==> src/rtl/lcd_sequencer_pkg.sv <==
// Shared constants, command layout and FSM state type for the LCD nibble sequencer.
package lcd_pkg;

  localparam int unsigned CLK_FREQ       = 50_000_000;
  // 15 ms of power-up settling at CLK_FREQ
  localparam int unsigned POWERUP_CYCLES = CLK_FREQ / 1000 * 15;

  // Post-nibble waits in CLK cycles
  localparam logic [20:0] DLY_1US    = 21'd50;
  localparam logic [20:0] DLY_40US   = 21'd2000;
  localparam logic [20:0] DLY_100US  = 21'd5000;
  localparam logic [20:0] DLY_1640US = 21'd82000;
  localparam logic [20:0] DLY_4100US = 21'd205000;

  localparam logic [3:0] INIT_LAST = 4'd11;

  // command[4] = RS, command[3:0] = nibble
  typedef struct packed {
    logic       rs;
    logic [3:0] nibble;
  } cmd_t;

  typedef enum logic [2:0] {
    PWR_WAIT,
    ISSUE,
    WAIT_DONE,
    GAP,
    IDLE
  } state_t;

  // Clear display / return home (instruction 0x01..0x03) need the long wait.
  function automatic logic [20:0] low_nibble_delay(input logic rs, input logic [7:0] data);
    return (!rs && (data inside {8'h01, 8'h02, 8'h03})) ? DLY_1640US : DLY_40US;
  endfunction

endpackage

==> src/rtl/lcd_sequencer_if.sv <==
// Host byte-write handshake into the LCD sequencer.
interface lcd_sequencer_if;
  logic       wr_valid;
  logic       wr_rs;
  logic [7:0] wr_data;
  logic       wr_ready;

  modport master (output wr_valid, output wr_rs, output wr_data, input wr_ready);
  modport slave  (input wr_valid, input wr_rs, input wr_data, output wr_ready);
endinterface

==> src/rtl/lcd_sequencer_init_rom.sv <==
// Power-up init sequence: 12 instruction nibbles (RS=0) with their post-nibble waits.
module lcd_init_rom
  import lcd_pkg::*;
(
  input  logic [3:0]  index,
  output logic [3:0]  nibble,
  output logic [20:0] delay
);

  // Combinational lookup; indices past the last entry read as zero.
  always_comb begin
    nibble = '0;
    delay  = '0;
    case (index)
      4'd0:  begin nibble = 4'h3; delay = DLY_4100US; end
      4'd1:  begin nibble = 4'h3; delay = DLY_100US;  end
      4'd2:  begin nibble = 4'h3; delay = DLY_40US;   end
      4'd3:  begin nibble = 4'h2; delay = DLY_40US;   end
      4'd4:  begin nibble = 4'h2; delay = DLY_1US;    end
      4'd5:  begin nibble = 4'h8; delay = DLY_40US;   end
      4'd6:  begin nibble = 4'h0; delay = DLY_1US;    end
      4'd7:  begin nibble = 4'hC; delay = DLY_40US;   end
      4'd8:  begin nibble = 4'h0; delay = DLY_1US;    end
      4'd9:  begin nibble = 4'h1; delay = DLY_1640US; end
      4'd10: begin nibble = 4'h0; delay = DLY_1US;    end
      4'd11: begin nibble = 4'h6; delay = DLY_40US;   end
      default: begin nibble = '0; delay = '0; end
    endcase
  end

endmodule

==> src/rtl/lcd_sequencer.sv <==
// Sequences LCD power-up init, then splits host bytes into two nibble transfers downstream.
module lcd_sequencer
  import lcd_pkg::*;
#(
  parameter int unsigned PWR_CYCLES = POWERUP_CYCLES
) (
  input  logic              CLK,
  input  logic              RESET,
  lcd_sequencer_if.slave    wr,
  output logic              init_done,
  output logic              sendCommand,
  output logic [4:0]        command,
  output logic [20:0]       commandDelay,
  input  logic              commandDone
);

  state_t      state;
  logic [19:0] pwr_cnt;
  logic [3:0]  rom_idx;
  logic        low_pending;
  logic        rs_q;
  logic [7:0]  data_q;

  logic [3:0]  rom_sel;
  logic [3:0]  rom_nibble;
  logic [20:0] rom_delay;

  // During GAP the ROM is already addressed at the next entry so ISSUE follows without a bubble.
  assign rom_sel = (state == GAP) ? rom_idx + 4'd1 : rom_idx;

  lcd_init_rom u_rom (
    .index  (rom_sel),
    .nibble (rom_nibble),
    .delay  (rom_delay)
  );

  // Main sequencer FSM; every output is registered and sendCommand is set on entry to ISSUE.
  always_ff @(posedge CLK) begin
    if (RESET) begin
      state        <= PWR_WAIT;
      pwr_cnt      <= '0;
      rom_idx      <= '0;
      low_pending  <= 1'b0;
      rs_q         <= 1'b0;
      data_q       <= '0;
      init_done    <= 1'b0;
      wr.wr_ready  <= 1'b0;
      sendCommand  <= 1'b0;
      command      <= '0;
      commandDelay <= '0;
    end else begin
      sendCommand <= 1'b0;
      case (state)
        PWR_WAIT: begin
          if (pwr_cnt == 20'(PWR_CYCLES - 1)) begin
            state        <= ISSUE;
            sendCommand  <= 1'b1;
            command      <= cmd_t'{rs: 1'b0, nibble: rom_nibble};
            commandDelay <= rom_delay;
          end else begin
            pwr_cnt <= pwr_cnt + 20'd1;
          end
        end
        ISSUE: state <= WAIT_DONE;
        WAIT_DONE: begin
          if (commandDone) state <= GAP;
        end
        GAP: begin
          if (!init_done) begin
            if (rom_idx < INIT_LAST) begin
              rom_idx      <= rom_idx + 4'd1;
              state        <= ISSUE;
              sendCommand  <= 1'b1;
              command      <= cmd_t'{rs: 1'b0, nibble: rom_nibble};
              commandDelay <= rom_delay;
            end else begin
              init_done   <= 1'b1;
              wr.wr_ready <= 1'b1;
              state       <= IDLE;
            end
          end else if (low_pending) begin
            low_pending  <= 1'b0;
            state        <= ISSUE;
            sendCommand  <= 1'b1;
            command      <= cmd_t'{rs: rs_q, nibble: data_q[3:0]};
            commandDelay <= low_nibble_delay(rs_q, data_q);
          end else begin
            wr.wr_ready <= 1'b1;
            state       <= IDLE;
          end
        end
        IDLE: begin
          if (wr.wr_valid && wr.wr_ready) begin
            rs_q         <= wr.wr_rs;
            data_q       <= wr.wr_data;
            low_pending  <= 1'b1;
            wr.wr_ready  <= 1'b0;
            state        <= ISSUE;
            sendCommand  <= 1'b1;
            command      <= cmd_t'{rs: wr.wr_rs, nibble: wr.wr_data[7:4]};
            commandDelay <= DLY_1US;
          end
        end
        default: state <= PWR_WAIT;
      endcase
    end
  end

endmodule

==> src/flat_wrapper.sv <==
// flat-port wrapper written by rule: the top's interface ports become plain ports
module lcd_sequencer_flat import lcd_pkg::*;
#(
  parameter int unsigned PWR_CYCLES = POWERUP_CYCLES
)
  (CLK, RESET, init_done, sendCommand, command, commandDelay, commandDone, wr_wr_valid, wr_wr_rs, wr_wr_data, wr_wr_ready);
  lcd_sequencer_if wr_i ();
  input  logic CLK;
  input  logic RESET;
  output logic init_done;
  output logic sendCommand;
  output logic [4:0] command;
  output logic [20:0] commandDelay;
  input  logic commandDone;
  input wire logic [$bits(wr_i.wr_valid)-1:0] wr_wr_valid;
  input wire logic [$bits(wr_i.wr_rs)-1:0] wr_wr_rs;
  input wire logic [$bits(wr_i.wr_data)-1:0] wr_wr_data;
  output wire logic [$bits(wr_i.wr_ready)-1:0] wr_wr_ready;
  assign wr_i.wr_valid = wr_wr_valid;
  assign wr_i.wr_rs = wr_wr_rs;
  assign wr_i.wr_data = wr_wr_data;
  assign wr_wr_ready = wr_i.wr_ready;
  lcd_sequencer #(.PWR_CYCLES(PWR_CYCLES)) u_core (.CLK(CLK), .RESET(RESET), .wr(wr_i), .init_done(init_done), .sendCommand(sendCommand), .command(command), .commandDelay(commandDelay), .commandDone(commandDone));
endmodule
==> config.mk <==
export PLATFORM = sky130hd
export DESIGN_NAME = lcd_sequencer_flat
export DESIGN_NICKNAME = d
export VERILOG_FILES = /design/src/rtl/lcd_sequencer_pkg.sv /design/src/rtl/lcd_sequencer_if.sv /design/src/rtl/lcd_sequencer_init_rom.sv /design/src/rtl/lcd_sequencer.sv /design/src/flat_wrapper.sv
export SDC_FILE = /design/constraint.sdc
export NUM_CORES = 1
export LEC_CHECK = 0
export ABC_AREA = 1
export BUFFER_PORTS_ARGS = -buffer_cell sky130_fd_sc_hd__buf_4
export CAP_MARGIN = 20
export CORE_UTILIZATION = 45
export DETAILED_ROUTE_END_ITERATION = 10
export MAX_ROUTING_LAYER = met4
export PLACE_DENSITY = 0.64
export SLEW_MARGIN = 10
export SYNTH_ARGS = -nofsm -noshare
export SYNTH_HDL_FRONTEND = slang
export SYNTH_SLANG_ARGS = --single-unit
==> constraint.sdc <==
create_clock -name CLK -period 2.8 [get_ports CLK]
set_input_delay 0.42 -clock CLK [delete_from_list [all_inputs] [get_ports CLK]]
set_output_delay 0.42 -clock CLK [all_outputs]
set_load 0.01 [all_outputs]
# Word level (Yosys, flattened, before mapping)
# Memories as Yosys holds them, arrays and structs flattened.
# Index checks and enable logic that the tools add are counted.
# W data, S select, Z words.
[op_classes]
n_addsub = 2
multipliers = 0
div = 0
order_cmp = 1
eq_ne = 16
n_shift = 0
muxes = 37
bitwise = 2
n_reduce_logical = 14
[op_table]
columns = ["operator", "count"]
rows = [
  ["$mux W21", 5],
  ["$pmux W21 S3", 1],
  ["$mux W5", 5],
  ["$add A20 B1 Y20 const B", 1],
  ["$eq A20 B20 Y1 const B", 1],
  ["$mux W3", 6],
  ["$mux W17", 1],
  ["$eq A8 B2 Y1 const B", 2],
  ["$pmux W3 S5", 1],
  ["$pmux W5 S3", 1],
  ["$mux W1", 13],
  ["$reduce_and A3 Y1", 3],
  ["$eq A8 B1 Y1 const B", 1],
  ["$eq A3 B2 Y1 const B", 2],
  ["$ne A2 B1 Y1 const B", 3],
  ["$ne A3 B2 Y1 const B", 2],
  ["$ne A3 B3 Y1 const B", 2],
  ["$reduce_bool A3 Y1", 2],
  ["$reduce_and A5 Y1", 1],
  ["$add A4 B1 Y4 const B", 1],
  ["$lt A4 B4 Y1 const B", 1],
  ["$mux W4", 1],
  ["$pmux W1 S2", 2],
  ["$reduce_and A2 Y1", 2],
  ["10 further kinds", 12],
]
[word_totals]
reg_bits = 66
latch_bits = 0
ram_bits = 0
rom_bits = 288
output_inout_bits = 29
elab_cells = 84
memories = 1
[memory_table]
columns = ["name", "depth", "width", "rd", "rd_ports_with_merged_regs", "wr", "line", "text"]
rows = [
  ["(no name shown)", 16, 18, 1, 0, 0, "lcd_sequencer_init_rom.sv:14", "case (index)"],
]

# Longest topological paths before layout
# Gate-level depths: netlist (run 1).
[depth]
depth_word = 7
depth_mapped = 13

# Cells and area by module
# Synthesis (run 1) repeated with hierarchy kept, for this count alone.
[hier_totals]
cells_unflattened = 566
hier_area_um2 = 3667.3
[modules_own_cells]
columns = ["module", "instances", "cells_per_inst", "area_each_um2"]
rows = [
  ["lcd_sequencer", 1, 518, 3434.5],
  ["lcd_init_rom", 1, 48, 232.7],
]

# Least setup slack after synthesis (run 1)
# No wires, ideal clock.
[synth_path]
kind = "reg2reg"
startpoint = "register u_core.pwr_cnt[0]"
endpoint = "register u_core.command[2]"
arrival_time_ps = 1593
required_time_ps = 2681
slack_ps = 1088
path_stages_with_launch = 12
path_buffers = 1
cell_sequence = "dfxtp_1 ha_1 nand3_2 clkinv_1 nand2_2 nor2_4 nand3_1 nand2_2 inv_2 buf_6 nor2_1 a21oi_1"
[synth_via]
elab_chain_cells = 3
[synth_lines]
columns = ["item", "line", "text"]
rows = [
  ["from (decl)", "lcd_sequencer.sv:18", "logic [19:0] pwr_cnt;"],
  ["from (signal assigned)", "lcd_sequencer.sv:61", "pwr_cnt <= pwr_cnt + 20'd1;"],
  ["$eq A20 B20 Y1", "lcd_sequencer.sv:55", "if (pwr_cnt == 20'(PWR_CYCLES - 1)) begin"],
  ["$ne A2 B1 Y1 (no line)", "--", ""],
  ["$reduce_and A5 Y1 (no line)", "--", ""],
  ["to (signal assigned)", "lcd_sequencer.sv:58", "command <= cmd_t'{rs: 1'b0, nibble: rom_nibble};"],
  ["to (signal assigned)", "lcd_sequencer.sv:74", "command <= cmd_t'{rs: 1'b0, nibble: rom_nibble};"],
  ["to (signal assigned)", "lcd_sequencer.sv:85", "command <= cmd_t'{rs: rs_q, nibble: data_q[3:0]};"],
  ["to (decl)", "lcd_sequencer.sv:12", "output logic [4:0] command,"],
]
# No other way between the ends.
# A chain may end at the register's enable or synchronous reset.

# Final worst setup path (run 1)
[layout_path]
startpoint = "register u_core.pwr_cnt[0]"
endpoint = "register u_core.commandDelay[9]"
[layout_via]
elab_chain_cells = 3
[layout_lines]
columns = ["item", "line", "text"]
rows = [
  ["$eq A20 B20 Y1", "lcd_sequencer.sv:55", ""],
  ["$ne A2 B1 Y1 (no line)", "--", ""],
  ["$reduce_and A5 Y1 (no line)", "--", ""],
  ["to (signal assigned)", "lcd_sequencer.sv:59", "commandDelay <= rom_delay;"],
  ["to (signal assigned)", "lcd_sequencer.sv:75", "commandDelay <= rom_delay;"],
  ["to (signal assigned)", "lcd_sequencer.sv:86", "commandDelay <= low_nibble_delay(rs_q, data_q);"],
  ["to (decl)", "lcd_sequencer.sv:13", "output logic [20:0] commandDelay,"],
]
# No other way between the ends.

==> out/qor.yml, run 1 <==
grt_pass1_wl_mm: 12.5
finalCritPeriodShare: 0.772
cts-resized-gates: 0
drv_slew: 0
syn_inst: 458
use_met1: 0.247
placeableCoreArea_sq_um: 6460
async_flop_share: 0
drt_pass1_iterations: 4
cts_buffers: 5
finalCriticalPeriod_ns: 2.16
multi_input_area_sq_um: 1620
timing.max_cap.violations: 0
startpoint: "u_core.pwr_cnt[0]"
swShare: 0.239
power.density_nw_per_um2: 449
htreeDepth: 2
die_x_microns: 84.4
dp_slack_ns: 0.647
cts_setup_buffers: 0
path_class: "reg -> reg"
clock_path_buffers: 2
vdd_drop_max_v: 0.000204
seq_power_share: 0.540
p_switching_uw: 366
max-slew-margin-rel: 0.441
drt-vias-per-instance: 5.14
synth_area_sq_um: 3050
clkSinkCount: 56
nets: 496
clkLatencyLatePin_ns: 0.32
route.detailed.drc: 0
worstPathMaxFanout: 17
synth_ff_type: "dfxtp_1"
worst_pin_slew_ns: 0.837
synthDistinctLibCells: 34
die_h_microns: 84.4
grt.busiest_layer: "met2"
wl_per_cell_microns: 12.7
rrSetupSlack_ns: 0.64
dieArea_sq_um: 7120
seq_area_sq_um: 1120
cp.depth: 10
wirelength_mm: 7.12
rr_worst_depth: 10
combPwrFrac: 0.076
holdCritPathClass: "in -> reg"
finalSetupViolations: 0
cts_tree: "done"
worst-path-buf-inv: 2
n_antenna_cell: 0
place_hpwl_mm: 5.03
grt_overflow_total: 0
area_growth_pct: 11.6
p_int_mw: 1.16
crit_required_ns: 3.02
status: "complete, no violations"
grt_max_degree: 31
endpoint: "u_core.commandDelay[9]"
grt_use_met2: 0.400
critPathArrivalTime_ns: 2.38
yosys_warnings: 0
nFillCells: 693
antenna_found_initial: 0
critical_path.top_delay_family: "simple AND/OR/NAND/NOR gates"
leakage_nw: 1.35
first_iter_violations: 129
grt_pass1_vias: 2804
gp_congestion: 0.937
rsz0062_at_grt: "no"
cts-root-buf: "clkbuf_8"
synth_edf_count: 0
finClkSkew_ns: 0.00819
hold_buffers: 0
regToRegEndpoint: "u_core.commandDelay[9]"
rows: 29
fin_util: 0.528
clkPwrFrac: 0.383
start_util: 0.473
critPathMaxStageDelay_ns: 0.46
r2r_start: "u_core.pwr_cnt[0]"
drtAntennaViolNets: 0
crit_path_cell_trace: "ha_1 > nand3_2 > clkinv_1 > nand2_2 > nor2_4 > nand3_1 > nand2_2 > inv_2 > a21oi_1 > a21oi_1"
clkTransAtPathRegs_ns: 0.10
avgSynthCellArea_sq_um: 6.67
cp-start-kind: "register"
grt_usage: 0.224
fmax_mhz: 463
grtUsageMet3: 0.0442
ys_seq_area_frac: 0.367
finalSetupTns_ns: 0
cp-end-kind: "register"
vias: 2875
port_buffers: 34
hold_viol_final: 0
synth-seq-cells: 56
num_io_pins: 42
final_layout_size_suffix_gt1_frac: 0.145
critPathSlowestCell: "dfxtp_1"
worst_slack_ns: 0.639
flip-flops by register name (all words and copies together), names as in the netlist:
signal               count
u_core.command           5
u_core.commandDelay     11
u_core.data_q            8
u_core.init_done         1
u_core.low_pending       1
u_core.pwr_cnt          20
u_core.rom_idx           4
u_core.rs_q              1
u_core.sendCommand       1
u_core.state             3
u_core.wr.wr_ready       1
final cells by class:
class,instances,area share
clock buffers,7,0.0283
clock inverters,1,0.00881
inverters,49,0.0540
multi-input cells,335,0.477
flip-flops and latches,56,0.329
well taps,77,0.0283
repair buffers,34,0.0749
placed cells by master, fill, tap and decap left out, types with 4 or more instances in the layout:
master	instances
a21oi_1	45
buf_4	34
clkbuf_8	7
conb_1	7
dfxtp_1	56
inv_1	41
inv_2	6
nand2_1	112
nand2_2	7
nand3_1	25
nand4_1	7
nor2_1	48
nor2_2	4
nor2_4	5
nor3_1	7
o21ai_0	40
xor2_1	4
metal layers:
| layer | part of all wire | vias up |
|---|---|---|
| met5 | 0 | - |
| met4 | 0.021 | 0 |
| met3 | 0.029 | 12 |
| met2 | 0.50 | 49 |
| met1 | 0.45 | 1308 |
| li1 | - | 1506 |
worst min-delay path, cell delays in order:
cell and delay [ns]:
buf_4 0.07, o21ai_0 0.07, a21oi_1 0.10
power groups by stage:
stage	registers (mW)	logic, mW	clock network [mW]
floorplan	0.843	0.0906	0
global placement	0.844	0.116	0
detailed placement	0.845	0.117	0
CTS	0.827	0.118	0.604
global route	0.829	0.132	0.638
finish	0.827	0.117	0.586
cell usage after synthesis, types with 2 or more instances:
cell type / number / share of area
a211oi_1: 2 / 0.0049
xnor2_1: 3 / 0.0086
nand3_1: 25 / 0.041
a31oi_1: 3 / 0.0061
nand3_2: 2 / 0.0066
a21oi_1: 45 / 0.074
nand4_1: 7 / 0.014
nand2_1: 112 / 0.14
o21ai_0: 40 / 0.066
inv_1: 41 / 0.050
xor2_1: 4 / 0.011
inv_2: 6 / 0.0074
ha_1: 2 / 0.0082
nor3_1: 7 / 0.011
dfxtp_1: 56 / 0.37
nor3_2: 3 / 0.0098
nor2_2: 4 / 0.0082
clkbuf_1: 7 / 0.0086
clkinv_1: 2 / 0.0025
nor2_4: 5 / 0.018
nand2_2: 7 / 0.014
nand3b_1: 2 / 0.0049
buf_4: 12 / 0.029
nor2_1: 48 / 0.059
buf_2: 4 / 0.0066
stage by stage:
step	power, mW	instances	hold slack [ns]	cell area (sq um)
6_report	1.53	559	0.379	3410
4_1_cts	1.55	559	0.370	3410
2_1_floorplan	0.933	464	0.429	3080
5_1_grt	1.60	559	0.411	3410
3_3_place_gp	0.960	551	0.443	3280
3_5_place_dp	0.962	551	0.444	3280
worst min-delay path by stage:
stage,from,end,slack [ns],cells past startpoint
3_3_place_gp,u_core.data_q[5],u_core.data_q[5],0.44,2
4_1_cts,wr_wr_data[2],u_core.data_q[2],0.37,3
2_1_floorplan,u_core.data_q[6],u_core.data_q[6],0.43,2
6_report,wr_wr_data[2],u_core.data_q[2],0.38,3
5_1_grt,wr_wr_data[4],u_core.data_q[4],0.41,3
3_5_place_dp,u_core.data_q[5],u_core.data_q[5],0.44,2
cell families after synthesis:
| logic type | after synthesis | share of synthesized area |
|---|---|---|
| simple gates | 225 | 0.332 |
| compound gates | 94 | 0.163 |
| buf+inv | 73 | 0.109 |
| flops | 56 | 0.367 |
| xor+xnor | 7 | 0.0201 |
| fa+ha+maj | 2 | 0.00819 |
| other cells | 1 | 0.00123 |
Note: power is estimated with default switching activity, not from simulation.
==> run 2, diff against run 1 <==
- PLACE_DENSITY: 0.64 -> 0.66
- clock period: 2.8 -> 1.9 ns (I/O delays scaled with it)
==> out/qor.yml, run 2 (synthesis results as in run 1) <==
status: "finished, violations left"  # was complete, no violations
violations: "design-rule violations"
drt_pass1_iterations: 7  # was 4
cp-start-kind: "register"  # unchanged
gp_congestion: 0.890  # was 0.937
nets: 508  # was 496
grt_usage: 0.218  # was 0.224
r2r_start: "u_core.rom_idx[1]"  # was u_core.pwr_cnt[0]
wirelength_mm: 7.09  # was 7.12 mm
timing.max_cap.violations: 0  # unchanged
worstHoldStart: "wr_wr_data[1]"  # was wr_wr_data[2]
place_hpwl_mm: 5.26  # was 5.03 mm
top_register: "u_core.pwr_cnt"  # unchanged
vdd_drop_max_v: 0.000312  # was 0.000204 V
vias: 2882  # was 2875
final_cell_mix: "111 x nand2_1, 55 x dfxtp_1, 48 x nor2_1"  # was 112 x nand2_1, 56 x dfxtp_1, 48 x nor2_1
critPathMaxStageDelay_ns: 0.38  # was 0.46 ns
grt_overflow_total: 0  # unchanged
p_total_mw: 2.06  # was 1.53 mW
die_h_microns: 84.4  # unchanged
route.detailed.drc: 4  # was 0
finClkSkew_ns: 0.0112  # was 0.00819 ns
finalSetupTns_ns: 0  # unchanged
worst_pin_slew_ns: 0.498  # was 0.837 ns
clkLatencyLatePin_ns: 0.31  # was 0.32 ns
port_buffers: 34  # unchanged
drv_slew: 0  # unchanged
cp_common_cell: "a21oi_1"
finalCritPeriodShare: 0.919  # was 0.772
critPathArrivalTime_ns: 1.96  # was 2.38 ns
holdCritPathClass: "in -> reg"  # unchanged
placeableCoreArea_sq_um: 6460  # unchanged
final_layout_size_suffix_gt1_frac: 0.168  # was 0.145
nFillCells: 680  # was 693
largest_register_ff_count: 20  # unchanged
cp-end-kind: "register"  # unchanged
finalSetupViolations: 0  # unchanged
drtAntennaViolNets: 0  # unchanged
area_growth_pct: 13.8  # was 11.6%
worstPathMaxFanout: 9  # was 17
die_x_microns: 84.4  # unchanged
dp_slack_ns: 0.0761  # was 0.647 ns
wl_per_cell_microns: 12.4  # was 12.7 microns
numPlacedInstances: 563  # was 551
num_io_pins: 42  # unchanged
worstHoldPathCells: 3  # unchanged
grt_pass1_vias: 2669  # was 2804
grt_max_degree: 28  # was 31
grt_pass1_wl_mm: 12.1  # was 12.5 mm
path_class: "reg -> reg"  # unchanged
hold_viol_final: 0  # unchanged
final_common_cell: "nand2_1"  # unchanged
max-slew-margin-rel: 0.666  # was 0.441
fmax_mhz: 573  # was 463 MHz
n_antenna_cell: 0  # unchanged
final_cells: 570  # was 559
drt-vias-per-instance: 5.06  # was 5.14
critPathSlowestCell: "dfxtp_2"  # was dfxtp_1
regToRegEndpoint: "u_core.commandDelay[5]"  # was u_core.commandDelay[9]
power.density_nw_per_um2: 593  # was 449 nW/um^2
clock_path_buffers: 2  # unchanged
antenna_found_initial: 0  # unchanged
htreeDepth: 2  # unchanged
first_iter_violations: 114  # was 129
cts_tree: "done"  # unchanged
finalCriticalPeriod_ns: 1.75  # was 2.16 ns
rrSetupSlack_ns: 0.15  # was 0.64 ns
cts-root-buf: "clkbuf_8"  # unchanged
rsz0062_at_grt: "no"  # unchanged
start_util: 0.473  # unchanged
crit_required_ns: 2.11  # was 3.02 ns
dieArea_sq_um: 7120  # unchanged
worst_slack_ns: 0.154  # was 0.639 ns
critical_path.top_delay_family: "compound AO/OA/AOI/OAI gates"  # was simple AND/OR/NAND/NOR gates
worst-path-buf-inv: 1  # was 2
hold_end: "u_core.data_q[1]"  # was u_core.data_q[2]
rows: 29  # unchanged
crit_path_cell_trace: "ha_1 > o21ai_1 > nand2_2 > nand2_1 > a21oi_1 > nand2_4 > buf_4 > o21ai_0 > a21oi_1"  # was ha_1 > nand3_2 > clkinv_1 > nand2_2 > nor2_4 > nand3_1 > nand2_2 > inv_2 > a21oi_1 > a21oi_1
clkTransAtPathRegs_ns: 0.10  # about the same
clkSinkCount: 56  # unchanged
cts_buffers: 5  # unchanged
fin_util: 0.538  # was 0.528
rr_worst_depth: 9  # was 10
reg_top3: "u_core.pwr_cnt (20), u_core.commandDelay (11), u_core.data_q (8)"  # unchanged
leakage_nw: 1.40  # was 1.35 nW
-- run 2: cell types whose count changed in the layout (fill, tap and decap cells not counted), sizes merged --
cell      before  now
clkbuf         7    5
bufinv         1    0
clkinv         2    3
buf           34   46
clkinvlp       0    1
-- run 2: how the worst max path moves through the flow --
stage	start	to	slack (ns)	depth (start not counted)
6_report	u_core.rom_idx[1]	u_core.commandDelay[5]	0.15	9
5_1_grt	u_core.rom_idx[1]	u_core.commandDelay[16]	0.01	13
4_1_cts	u_core.rom_idx[1]	u_core.commandDelay[16]	0.05	11
3_5_place_dp	u_core.rom_idx[1]	u_core.commandDelay[16]	0.08	11
3_3_place_gp	u_core.rom_idx[1]	u_core.commandDelay[16]	0.13	11
2_1_floorplan	u_core.pwr_cnt[0]	u_core.command[2]	0.19	11
-- run 2: worst register-to-register path, delay by kind of cell (launching register included) --
family                     cells  cell delay (ns)
buffers and inverters          1             0.19
adders and majority gates      1             0.20
AOI/OAI and AO/OA              4             0.57
DFF                            1             0.38
and+or+nand+nor                3             0.30
-- run 2: final cells by class --
cell class                      instances  area [sq um]  area share
Clock buffer                            5          68.8      0.0198
Clock inverter                          2          12.5     0.00360
Inverter                               49           186      0.0536
Multi-Input combinational cell        335          1630       0.469
Sequential cell                        56          1120       0.323
Tap cell                               77          96.3      0.0277
Timing Repair Buffer                   46           358       0.103
-- run 2: power by group --
| part | total [mW] | internal (mW) | switching (mW) |
|---|---|---|---|
| Sequential | 1.21 | 1.19 | 0.0193 |
| Clock | 0.642 | 0.251 | 0.391 |
| Combinational | 0.206 | 0.0765 | 0.129 |
| Total | 2.06 | 1.52 | 0.540 |
-- run 2: layer usage --
layer | global-route usage | vias to the layer above | part of all wire
li1 | - | 1526 | -
met1 | 0.258 | 1289 | 0.45
met2 | 0.372 | 57 | 0.49
met3 | 0.0344 | 10 | 0.034
met4 | 0.0863 | 0 | 0.023
met5 | - | - | 0
-- run 2: stage by stage --
stage	instance area [sq um]	hold WS [ns]
6_report	3480	0.242
5_1_grt	3480	0.237
4_1_cts	3460	0.240
3_5_place_dp	3380	0.445
3_3_place_gp	3380	0.440
2_1_floorplan	3080	0.429
-- run 2: what timing repair did --
| action | in CTS | in global routing |
|---|---|---|
| setup endpoints to repair | 0 | 15 |
| gates resized for setup | 0 | 5 |
| buffers inserted | 0 | 0 |
| hold buffers | 0 | 0 |
==> run 3, diff against run 2 <==
- BUFFER_PORTS_ARGS: -buffer_cell sky130_fd_sc_hd__buf_4 -> -buffer_cell sky130_fd_sc_hd__buf_2
- CORE_UTILIZATION: 45 -> 35
- PLACE_DENSITY: 0.66 -> 0.54
==> out/qor.yml, run 3 (synthesis results as in run 1) <==
grt_usage: 0.178  # was 0.218
rr_worst_depth: 10  # was 9
final_cells: 598  # was 570
critPathArrivalTime_ns: 1.92  # was 1.96 ns
finalCriticalPeriod_ns: 1.73  # was 1.75 ns
timing.max_cap.violations: 0  # unchanged
rrSetupSlack_ns: 0.17  # was 0.15 ns
drv_slew: 0  # unchanged
seq_area_sq_um: 1120  # about the same
crit_path_cell_trace: "ha_1 > nand3_2 > clkinv_1 > nand2_2 > nor2_4 > nand3_1 > nand2_2 > inv_2 > a21oi_1 > a21oi_1"  # was ha_1 > o21ai_1 > nand2_2 > nand2_1 > a21oi_1 > nand2_4 > buf_4 > o21ai_0 > a21oi_1
hold_buffers: 0  # unchanged
finalCritPeriodShare: 0.908  # was 0.919
place_hpwl_mm: 5.28  # was 5.26 mm
multi_input_area_sq_um: 1630  # about the same
cts_tree: "done"  # unchanged
vdd_drop_max_v: 0.000291  # was 0.000312 V
worst_slack_ns: 0.175  # was 0.154 ns
cp-start-kind: "register"  # unchanged
htreeDepth: 2  # unchanged
wl_per_cell_microns: 12.2  # was 12.4 microns
clock_path_buffers: 2  # unchanged
dieArea_sq_um: 9100  # was 7120 sq um
drt_pass1_iterations: 4  # was 7
clkSinkCount: 56  # unchanged
area_growth_pct: 11.6  # was 13.8%
cts_buffers: 5  # unchanged
n_antenna_cell: 0  # unchanged
gp_congestion: 0.910  # was 0.890
num_io_pins: 42  # unchanged
finalSetupTns_ns: 0  # unchanged
finClkSkew_ns: 0.0104  # was 0.0112 ns
grt_overflow_total: 0  # unchanged
rsz0062_at_grt: "no"  # unchanged
die_h_microns: 95.4  # was 84.4 microns
reg_top3: "u_core.pwr_cnt (20), u_core.commandDelay (11), u_core.data_q (8)"  # unchanged
nFillCells: 913  # was 680
start_util: 0.366  # was 0.473
grt_pass1_vias: 2720  # was 2669
hold_ws_ns: 0.247  # was 0.242 ns
fmax_mhz: 580  # was 573 MHz
startpoint: "u_core.pwr_cnt[1]"  # was u_core.rom_idx[1]
die_x_microns: 95.4  # was 84.4 microns
cp-end-kind: "register"  # unchanged
final_cell_mix: "111 x nand2_1, 56 x dfxtp_1, 48 x nor2_1"  # was 111 x nand2_1, 55 x dfxtp_1, 48 x nor2_1
drtAntennaViolNets: 0  # unchanged
status: "complete, no violations"  # was finished, violations left
nets: 507  # was 508
regToRegEndpoint: "u_core.commandDelay[9]"  # was u_core.commandDelay[5]
drt-vias-per-instance: 4.81  # was 5.06
endpoint: "u_core.commandDelay[9]"  # was u_core.commandDelay[5]
port_buffers: 34  # unchanged
wirelength_mm: 7.30  # was 7.09 mm
dp_slack_ns: 0.200  # was 0.0761 ns
leakage_nw: 1.39  # was 1.40 nW
holdCritPathClass: "in -> reg"  # unchanged
grt_max_degree: 31  # was 28
final_common_cell: "nand2_1"  # unchanged
antenna_found_initial: 0  # unchanged
clkLatencyLatePin_ns: 0.31  # about the same
numPlacedInstances: 590  # was 563
max-slew-margin-rel: 0.643  # was 0.666
path_class: "reg -> reg"  # unchanged
route.detailed.drc: 0  # was 4
hold_viol_final: 0  # unchanged
cts-root-buf: "clkbuf_8"  # unchanged
rows: 33  # was 29
critPathMaxStageDelay_ns: 0.37  # was 0.38 ns
r2r_start: "u_core.pwr_cnt[1]"  # was u_core.rom_idx[1]
crit_required_ns: 2.10  # was 2.11 ns
final_layout_size_suffix_gt1_frac: 0.166  # was 0.168
clkTransAtPathRegs_ns: 0.10  # about the same
critPathSlowestCell: "dfxtp_1"  # was dfxtp_2
first_iter_violations: 87  # was 114
top_register: "u_core.pwr_cnt"  # unchanged
worstPathMaxFanout: 15  # was 9
placeableCoreArea_sq_um: 8340  # was 6460 sq um
largest_register_ff_count: 20  # unchanged
grt_pass1_wl_mm: 12.3  # was 12.1 mm
worst_pin_slew_ns: 0.535  # was 0.498 ns
finalSetupViolations: 0  # unchanged
power.density_nw_per_um2: 608  # was 593 nW/um^2
vias: 2875  # was 2882
-- run 3: cell type report --
cell class | count | share of cell area
multi-input combinational | 335 | 0.477
clock buffer | 5 | 0.0202
tap | 105 | 0.0386
sequential | 56 | 0.329
clock inverter | 3 | 0.00551
inverter | 49 | 0.0540
timing repair buffer | 45 | 0.0753
-- run 3: how the worst min path moves through the flow --
stage                           startpoint               end  slack [ns]  cells past startpoint
after CTS                    wr_wr_data[1]  u_core.data_q[1]        0.23                      3
after floorplan           u_core.data_q[6]  u_core.data_q[6]        0.43                      2
after global placement    u_core.data_q[5]  u_core.data_q[5]        0.44                      2
final                        wr_wr_data[1]  u_core.data_q[1]        0.25                      3
after detailed placement  u_core.data_q[7]  u_core.data_q[7]        0.45                      2
after global routing         wr_wr_data[2]  u_core.data_q[2]        0.25                      3
-- run 3: report_power, final --
part | leakage, nW | internal, mW | switching [mW]
clock network | 0.0479 | 0.259 | 0.406
registers | 0.452 | 1.19 | 0.0196
logic | 0.886 | 0.0659 | 0.129
-- run 3: per-layer routing --
layer	GRT usage	up-vias	share of wire	wire [microns]
met2	0.305	54	0.48	3530
met4	0.0659	0	0.024	173
met5	-	-	0	0
met1	0.208	1277	0.46	3360
met3	0.0311	12	0.031	227
li1	-	1532	-	-
-- run 3: per-stage QoR --
step                      instance area [sq um]  total power [mW]   util
after detailed placement                   3310              1.44  0.397
after CTS                                  3400              2.12  0.408
after global routing                       3410              2.18  0.408
final                                      3410              2.07  0.408
after global placement                     3310              1.43  0.397
after floorplan                            3080              1.38      -
-- run 3: timing repair --
| action | CTS | global route |
|---|---|---|
| setup endpoints to repair | 0 | 2 |
| gates resized for setup | 0 | 2 |
| buffers inserted | 0 | 0 |
-- run 3: critical path: cells and delay by family (launching register included) --
family | cells | cell delay (ns)
buffers and inverters | 2 | 0.22
AOI/OAI and AO/OA | 2 | 0.30
adders and majority gates | 1 | 0.19
DFF | 1 | 0.37
and+or+nand+nor | 5 | 0.54
